`src/rtl/uart_pkg.sv`:
```
// Shared UART definitions for the TX arbiter and RX block: FSM state encoding, default frame width.
// Pure declarations and a combinational helper; no timing, no flow control.
package uart_pkg;

  localparam int UART_DBITS = 8;

  typedef enum logic [1:0] {
    IDLE  = 2'd0,
    ISSUE = 2'd1,
    WAIT  = 2'd2,
    GAP   = 2'd3
  } uart_arb_state_t;

  // Index of the set bit in a one-hot vector of up to 8 requesters; 0 when empty.
  function automatic logic [2:0] onehot_to_idx(input logic [7:0] oh);
    logic [2:0] idx;
    idx = 3'd0;
    for (int i = 0; i < 8; i++) begin
      if (oh[i]) idx = 3'(i);
    end
    return idx;
  endfunction

endpackage

```
`src/rtl/rr_arbiter.sv`:
```
// Round-robin pick of the first request above ptr (wrapping), via the double-width mask trick.
// Purely combinational, zero latency; no backpressure, caller decides when to sample gnt.
module rr_arbiter #(
  parameter int NREQ = 4,
  parameter int PW   = $clog2(NREQ)
) (
  input  logic [NREQ-1:0] req,
  input  logic [PW-1:0]   ptr,
  output logic [NREQ-1:0] gnt,
  output logic            any_req
);

  logic [NREQ-1:0]   w_mask;
  logic [2*NREQ-1:0] w_dbl;
  logic [2*NREQ-1:0] w_dbl_gnt;

  always_comb begin
    w_mask = '0;
    for (int i = 0; i < NREQ; i++) begin
      w_mask[i] = (i > int'(ptr));
    end
  end

  // Low half holds requests above ptr, high half the full vector for wraparound.
  assign w_dbl     = {req, req & w_mask};
  assign w_dbl_gnt = w_dbl & (~w_dbl + {{(2*NREQ-1){1'b0}}, 1'b1});
  assign gnt       = w_dbl_gnt[NREQ-1:0] | w_dbl_gnt[2*NREQ-1:NREQ];
  assign any_req   = |req;

endmodule

```
`src/rtl/uart_tx_arbiter.sv`:
```
// Round-robin share of one UART transmitter among NREQ byte sources with burst lock; watchdog under UART_TX_ARB_TIMEOUT_EN.
// req_ready 1 cycle after req_valid in IDLE, tx_start 1 later; holds each owner until tx_done, then re-arbitrates.
module uart_tx_arbiter
  import uart_pkg::*;
#(
  parameter int NREQ       = 4,
  parameter int DBITS      = UART_DBITS,
  parameter int MAX_BURST  = 16,
  parameter int GAP_CYCLES = 0,
  parameter int TIMEOUT    = 65535
) (
  input  logic                  clk,
  input  logic                  reset,
  input  logic [NREQ-1:0]       req_valid,
  input  logic [NREQ-1:0]       req_lock,
  input  logic [NREQ*DBITS-1:0] req_data,
  output logic [NREQ-1:0]       req_ready,
  output logic [NREQ-1:0]       grant,
  output logic                  tx_start,
  output logic [DBITS-1:0]      tx_din,
  input  logic                  tx_done,
  output logic                  busy,
  output logic                  err_timeout
);

  localparam int PW = $clog2(NREQ);
  localparam int BW = (MAX_BURST > 1) ? $clog2(MAX_BURST) : 1;
  localparam int GW = (GAP_CYCLES > 1) ? $clog2(GAP_CYCLES) : 1;
  localparam logic [BW-1:0] BURST_LAST = BW'(MAX_BURST - 1);
  localparam logic [GW-1:0] GAP_LAST   = GW'(GAP_CYCLES - 1);

  if (NREQ < 2 || NREQ > 8 || MAX_BURST < 1 || GAP_CYCLES < 0 || TIMEOUT < 1) begin : g_param_check
    $error("uart_tx_arbiter: parameter out of range");
  end

  uart_arb_state_t  r_state;
  logic [NREQ-1:0]  r_grant;
  logic [PW-1:0]    r_gidx;
  logic [PW-1:0]    r_ptr;
  logic             r_lock;
  logic             r_tx_start;
  logic [DBITS-1:0] r_tx_din;
  logic [BW-1:0]    r_burst;
  logic [GW-1:0]    r_gap;

  logic [NREQ-1:0]  w_arb_gnt;
  logic             w_any;
  logic [PW-1:0]    w_arb_idx;
  logic [DBITS-1:0] w_sel_data;

`ifdef UART_TX_ARB_TIMEOUT_EN
  localparam int TW = $clog2(TIMEOUT + 1);
  localparam logic [TW-1:0] TO_LAST = TW'(TIMEOUT - 1);
  logic [TW-1:0] r_to;
  logic          r_err;
`endif

  rr_arbiter #(
    .NREQ (NREQ),
    .PW   (PW)
  ) u_rr (
    .req     (req_valid),
    .ptr     (r_ptr),
    .gnt     (w_arb_gnt),
    .any_req (w_any)
  );

  assign w_arb_idx  = PW'(onehot_to_idx(8'(w_arb_gnt)));
  assign w_sel_data = req_data[r_gidx*DBITS +: DBITS];

  always_ff @(posedge clk or negedge reset) begin
    if (!reset) begin
      r_state    <= IDLE;
      r_grant    <= '0;
      r_gidx     <= '0;
      r_ptr      <= PW'(NREQ - 1);
      r_lock     <= 1'b0;
      r_tx_start <= 1'b0;
      r_tx_din   <= '0;
      r_burst    <= '0;
      r_gap      <= '0;
`ifdef UART_TX_ARB_TIMEOUT_EN
      r_to       <= '0;
      r_err      <= 1'b0;
`endif
    end else begin
      r_tx_start <= 1'b0;
`ifdef UART_TX_ARB_TIMEOUT_EN
      r_err      <= 1'b0;
`endif
      case (r_state)
        IDLE: begin
          if (w_any) begin
            r_grant <= w_arb_gnt;
            r_gidx  <= w_arb_idx;
            r_state <= ISSUE;
          end
        end
        ISSUE: begin
          if (req_valid[r_gidx]) begin
            r_tx_din   <= w_sel_data;
            r_lock     <= req_lock[r_gidx];
            r_tx_start <= 1'b1;
            r_state    <= WAIT;
`ifdef UART_TX_ARB_TIMEOUT_EN
            r_to       <= '0;
`endif
          end else begin
            // Owner dropped valid before the handshake: release without moving the pointer.
            r_grant <= '0;
            r_state <= IDLE;
          end
        end
        WAIT: begin
          if (tx_done && !r_tx_start) begin
            r_ptr <= r_gidx;
            if (r_lock && (r_burst < BURST_LAST)) begin
              r_burst <= r_burst + BW'(1);
              r_state <= ISSUE;
            end else begin
              r_burst <= '0;
              r_grant <= '0;
              r_gap   <= '0;
              r_state <= (GAP_CYCLES > 0) ? GAP : IDLE;
            end
          end
`ifdef UART_TX_ARB_TIMEOUT_EN
          else if (r_to == TO_LAST) begin
            r_err   <= 1'b1;
            r_burst <= '0;
            r_grant <= '0;
            r_ptr   <= r_gidx;
            r_state <= IDLE;
          end else begin
            r_to <= r_to + TW'(1);
          end
`endif
        end
        GAP: begin
          if (r_gap == GAP_LAST) begin
            r_state <= IDLE;
          end else begin
            r_gap <= r_gap + GW'(1);
          end
        end
        default: r_state <= IDLE;
      endcase
    end
  end

  assign req_ready = (r_state == ISSUE) ? r_grant : '0;
  assign grant     = r_grant;
  assign tx_start  = r_tx_start;
  assign tx_din    = r_tx_din;
  assign busy      = (r_state != IDLE);
`ifdef UART_TX_ARB_TIMEOUT_EN
  assign err_timeout = r_err;
`else
  assign err_timeout = 1'b0;
`endif

endmodule

```
`config.mk`:
```
export PLATFORM = sky130hd
export DESIGN_NAME = uart_tx_arbiter
export DESIGN_NICKNAME = d
export VERILOG_FILES = /design/src/rtl/uart_pkg.sv /design/src/rtl/rr_arbiter.sv /design/src/rtl/uart_tx_arbiter.sv
export SDC_FILE = /design/constraint.sdc
export NUM_CORES = 1
export LEC_CHECK = 0
export BUFFER_PORTS_ARGS = -buffer_cell sky130_fd_sc_hd__buf_2
export CAP_MARGIN = 20
export CORE_UTILIZATION = 35
export CTS_BUF_LIST = sky130_fd_sc_hd__clkbuf_16
export DETAILED_ROUTE_END_ITERATION = 7
export PLACE_DENSITY = 0.67
export SLEW_MARGIN = 5
export SYNTH_ARGS = -nofsm -noshare
export SYNTH_HDL_FRONTEND = slang
export SYNTH_SLANG_ARGS = --single-unit
```
`constraint.sdc`:
```
create_clock -name clk -period 2 [get_ports clk]
set_input_delay 0 -clock clk [delete_from_list [all_inputs] [get_ports clk]]
set_output_delay 0 -clock clk [all_outputs]
set_load 0.01 [all_outputs]
```
**Word level (Yosys, flattened, before mapping)**

Index checks and enable logic that the tools add are counted.

- Bits in registers: 25
- Output and inout port bits: 19
- Word-level logic and storage cells: 70
- Bits of input ports: 43

- Bitwise operators: 4
- Muxes and demuxes: 26
- Equality and inequality tests: 8
- Reduce and logical (&&, ||, !) cells: 14
- Shift-type cells: 1
- Add/sub/neg operators: 3
- Magnitude comparators: 5

Operators with widths:

| kind | number |
|---|---|
| indexed part select 32 x 6 -> 8 bit | 1 |
| two-way mux 4 bit | 6 |
| two-way mux 2 bit | 6 |
| case mux 4 bit (3 select lines) | 1 |
| two-way mux 1 bit | 9 |
| adder 8 x 1 -> 8 bit (second input constant) | 1 |
| AND 8 bit | 1 |
| inequality test 2 bit (second input constant) | 4 |
| inverter 8 bit | 1 |
| case mux 2 bit (4 select lines) | 1 |
| AND reduction 2 bit | 3 |
| AND reduction 3 bit | 2 |
| AND reduction 5 bit | 1 |
| adder 4 x 1 -> 4 bit (second input constant) | 1 |
| AND 4 bit | 1 |
| binary-select mux 1 bit (select 2 bit) | 2 |
| == test 2 bit (second input constant) | 2 |
| greater-than comparator 2 bit (first input constant) | 2 |
| less-than comparator 4 bit (second input constant) | 1 |
| bitwise OR 4 bit | 1 |
| nonzero test 2 bit | 2 |
| OR reduction 4 bit | 1 |
| less-than comparator 2 x 3 -> 1 bit (second input constant) | 1 |
| nonzero test 3 bit | 1 |
| other kinds (8) | 9 |

**Longest topological paths before layout**

- Word-level depth: 9
- Depth in mapped cells: 7
- Mapped depth without buffers: 6

**By module**

From an unflattened synthesis, not the netlist that was laid out.

- Cells, all modules: 133
- Area total of the unflattened synthesis: 1562.7 um^2

Modules (own cells, without submodules):

| module | area each (um^2) | cells an instance | times used | sequential area each (um^2) |
|---|---|---|---|---|
| uart_tx_arbiter | 1448.9 | 115 | 1 | 628.1 |
| rr_arbiter | 113.9 | 18 | 1 | 0.0 |

**Worst setup path before layout**

OpenSTA, ideal clock, no wires.

- Kind: reg2reg
- Start point: register r_state[0]
- End point: register r_grant[0], in the netlist grant[0]
- Data required time: 1875 ps
- Period minus slack after synthesis: 1816 ps
- Setup slack: 184 ps
- Cell stages (with the launch flop): 7
- Data arrival time: 1691 ps
- Library setup time: 125 ps
- Cell sequence: dfrtp_1 -> inv_1 -> ha_1 -> nor3_1 -> a221o_1 -> or3_4 -> mux2_4

- Word-level cells in the longest chain between the ends: 3
- Elaborated cells on any way between the ends: 10

Ends and longest elaborated chain:

| item | line | RTL |
|---|---|---|
| from (decl) | uart_tx_arbiter.sv:36 | `uart_arb_state_t r_state;` |
| from (signal assigned) | uart_tx_arbiter.sv:124 | `r_state <= (GAP_CYCLES > 0) ? GAP : IDLE;` |
| == test 2 x 1 -> 1 bit, or another cell as far along | uart_tx_arbiter.sv:91 | `case (r_state)` |
| inequality test 2 bit (no line), or another cell as far along | n/a |  |
| AND reduction 5 bit (no line) | n/a |  |
| to (signal assigned) | uart_tx_arbiter.sv:94 | `r_grant <= w_arb_gnt;` |
| to (decl) | uart_tx_arbiter.sv:37 | `logic [NREQ-1:0] r_grant;` |

Parallel ways exist; a longest one is shown, timed or not.
A chain may end at the register's enable or synchronous reset.

**Worst setup path in the final report**

- Start point: register r_state[1]
- End point: register r_grant[0], in the netlist grant[0]

The elaborated chain is that of the path after synthesis.

==> results.md <==
* Fillers at 395
* Synth Area in Simple Gates at 16.22%
* RSZ-0062 raised after global routing: no
* Post-synth EDFFs at 0
* Syn nets at 186
* Min Tclk post-route at 1932 ps
* Slowest cell on crit path: dfrtp_1
* ANT nets after route at 0
* Core footprint at 4115 sq um
* Post-CTS setup buffer count at 0
* Pre-antenna DRT Iters at 4
* Clock skew at between 2 and 3 ps
* Multi-input gate area at 887.1 sq um
* Routed WL at 3562 um
* Period utilization at 96.58%
* WP data arrival at 2070 ps
* Number of I/O pins at 62
* Mapped Cells at roughly 140
* Slowest stage delay, CP at between 400 and 500 ps
* VDD IR-drop max at 0.0006490 V
* FF+latch count, synth at 25
* CP Launch Type: flop
* Final hold violations at 0
* F_max at 517.7 MHz
* Mapped Area at 1535 sq um
* Number of antenna diodes at 0
* Slew Limit Fails at 0
* Required time worst endpoint at 2140 ps
* Worst-Margin Slew at 567.9 ps
* Largest delay share family, worst path: simple AND/OR/NAND/NOR gates
* Mux contribution to synthesized area at 23.72%
* Full die area at 4655 sq um
* Gr ovfl total at 0
* Worst Setup End Kind: flop
* Clk Latency, worst-skew pair at 260 ps
* Top_reg_cell synth: dfrtp_1
* DR vias at 1340
* Vias in the first global route at 1209
* Final Core Density at 49.19%
* Layout Nets at approximately 250
* Htree depth at 1
* Initial Util at 37.31%
* # setup viols final at 0
* DRC Markers at 0
* Clk sink count at 25
* CTS Buf Count at 3
* Largest family of logic cells by synthesized area: multiplexers
* Die Ht at 68.23 um
* Crit-path cells: inv_2 > ha_2 > nor3_1 > a221o_1 > or3_4 > mux2_4
* Total power draw at 2.865 mW
* Synth async-reset ratio at 100.0%
* Worst min-delay path class: in -> reg
* Commonest cells after routing, fill and taps aside: buf_2 (60), dfrtp_1 (23), nand2_1 (15)
* Largest net degree at the start of global routing at 26
* Worst Path Max Fanout at 4
* CTS Root Buffer Type: clkbuf_16
* R2r setup slk at 70 ps
* Lkg Pwr at just under 1 nW
* Row count at 23
* Final GP Congestion at 0.7887
* Setup TNS at 0 ps
* Synth Area in XOR/XNOR at 0%
* Iter 0 DRT Violations at 57
* WHS at 167.6 ps
* Adder-Cell Fraction of Synth Area at 4.075%
* Run status: finished, final reports clean
* P per Cell Area at 1415 nW/um^2
* First-pass GRT wire length at between 5000 and 6000 um
* Vias per cell at 5.296
* Synthesis-to-layout area growth at 31.87%
* Initial antenna violation count at 0
* Register Area at 628.1 sq um
* Most common cell after layout, fill and taps aside: buf_2
* Fraction of layout cells with a size suffix above 1 at 49.75%
* Port Buffers at 60
* Synth Area in Compound Gates at 11.74%
* Max cap viols at 0
* WS Path Type: reg -> reg
* Synthesis Warnings at 0
* Hpwl dp at 2722 um
* Slew HR at 62.14%
* Critical path buffer and inverter count at 1
* CTS tree: done
* Max Root-Sink Buffers at 2
* Yosys cell types at 39
* Routed wire per std cell at ~14 um
* Mean Syn Cell Area at 11.12 sq um
* GRT Overall Usage at 15.64%
* Clock slew at reported path FFs at 60 ps
* Sequential area share after synthesis at approximately 41%
* Die width at 68.23 um
-- state kept, by name, indices dropped and copies added, names as in the netlist --
| name | count |
|---|---|
| tx_din | 8 |
| grant | 4 |
| r_burst | 4 |
| r_gidx | 2 |
| r_ptr | 2 |
| r_state | 2 |
| r_gap | 1 |
| r_lock | 1 |
| tx_start | 1 |
-- synthesized netlist by cell type (all sizes together) (2+ instances only) --
cell	n	area, sq um
dfrtp	23	575.6
nand2	15	56.30
mux2	11	131.4
mux4	9	202.7
nor2	9	33.78
o21ai	8	40.04
and2	6	37.54
ha	5	62.56
inv	5	18.77
buf	4	25.02
nand3	4	20.02
o31ai	4	30.03
a21oi	3	15.01
a31oi	3	18.77
mux2i	3	30.03
nor2b	3	18.77
dfstp	2	52.55
nand2b	2	12.51
-- power by group --
group	switching [mW]	internal [mW]	leakage, nW
clock network	0.172	0.269	0.0409
registers	0.168	0.738	0.307
logic	0.712	0.805	0.641
-- layout make-up --
type | instances | area share, %
multi-input cells | 103 | 43.82
flip-flops and latches | 25 | 31.03
repair buffers | 66 | 17.18
clock buffers | 3 | 3.708
well taps | 50 | 3.090
inverters | 5 | 0.9271
clock inverters | 1 | 0.2472
-- worst register-to-register path, cell delays in order, from the launching register on --
cell     delay, ps
dfrtp_1        440
inv_2          110
ha_2           210
nor3_1          80
a221o_1        300
or3_4          370
mux2_4         310
-- metrics by stage --
step           cell area, sq um  setup WS (ps)  cells
3_5_place_dp               1907          68.44    248
2_1_floorplan              1535          184.1    138
6_report                   2024          68.48    253
4_1_cts                    1997          16.00    253
5_1_grt                    2024          20.86    253
3_3_place_gp               1907          122.7    248
-- worst paths after layout --
path                         startpoint        end  cells after the start
max reg2reg                  r_state[1]   grant[0]                      6
min                        req_valid[2]  r_gidx[1]                      3
min in group asynchronous         reset   grant[3]                      2
max                          r_state[1]   grant[0]                      6
min reg2reg                   tx_din[6]  tx_din[6]                      1
max in group asynchronous         reset   r_ptr[1]                      2
-- timing repair --
| item | CTS | global route |
|---|---|---|
| resized for setup | 0 | 7 |
| setup endpoints to repair | 0 | 4 |
| endpoints found under the hold margin | 23 | 0 |
| hold buffers | 1 | 0 |
-- routing by layer --
layer | track usage (%) | routed length (um)
met1 | 19.90 | 1597
met2 | 27.08 | 1755
met3 | 1.667 | 168
met4 | 5.729 | 41
met5 | 0 | 0
-- cells by family after synthesis --
| family | after synthesis |
|---|---|
| compound gates | 27 |
| buf+inv | 10 |
| mux | 23 |
| flops | 25 |
| fa+ha+maj | 5 |
| other cells | 1 |
| simple gates | 47 |
Note: power is estimated with default switching activity, not from simulation.
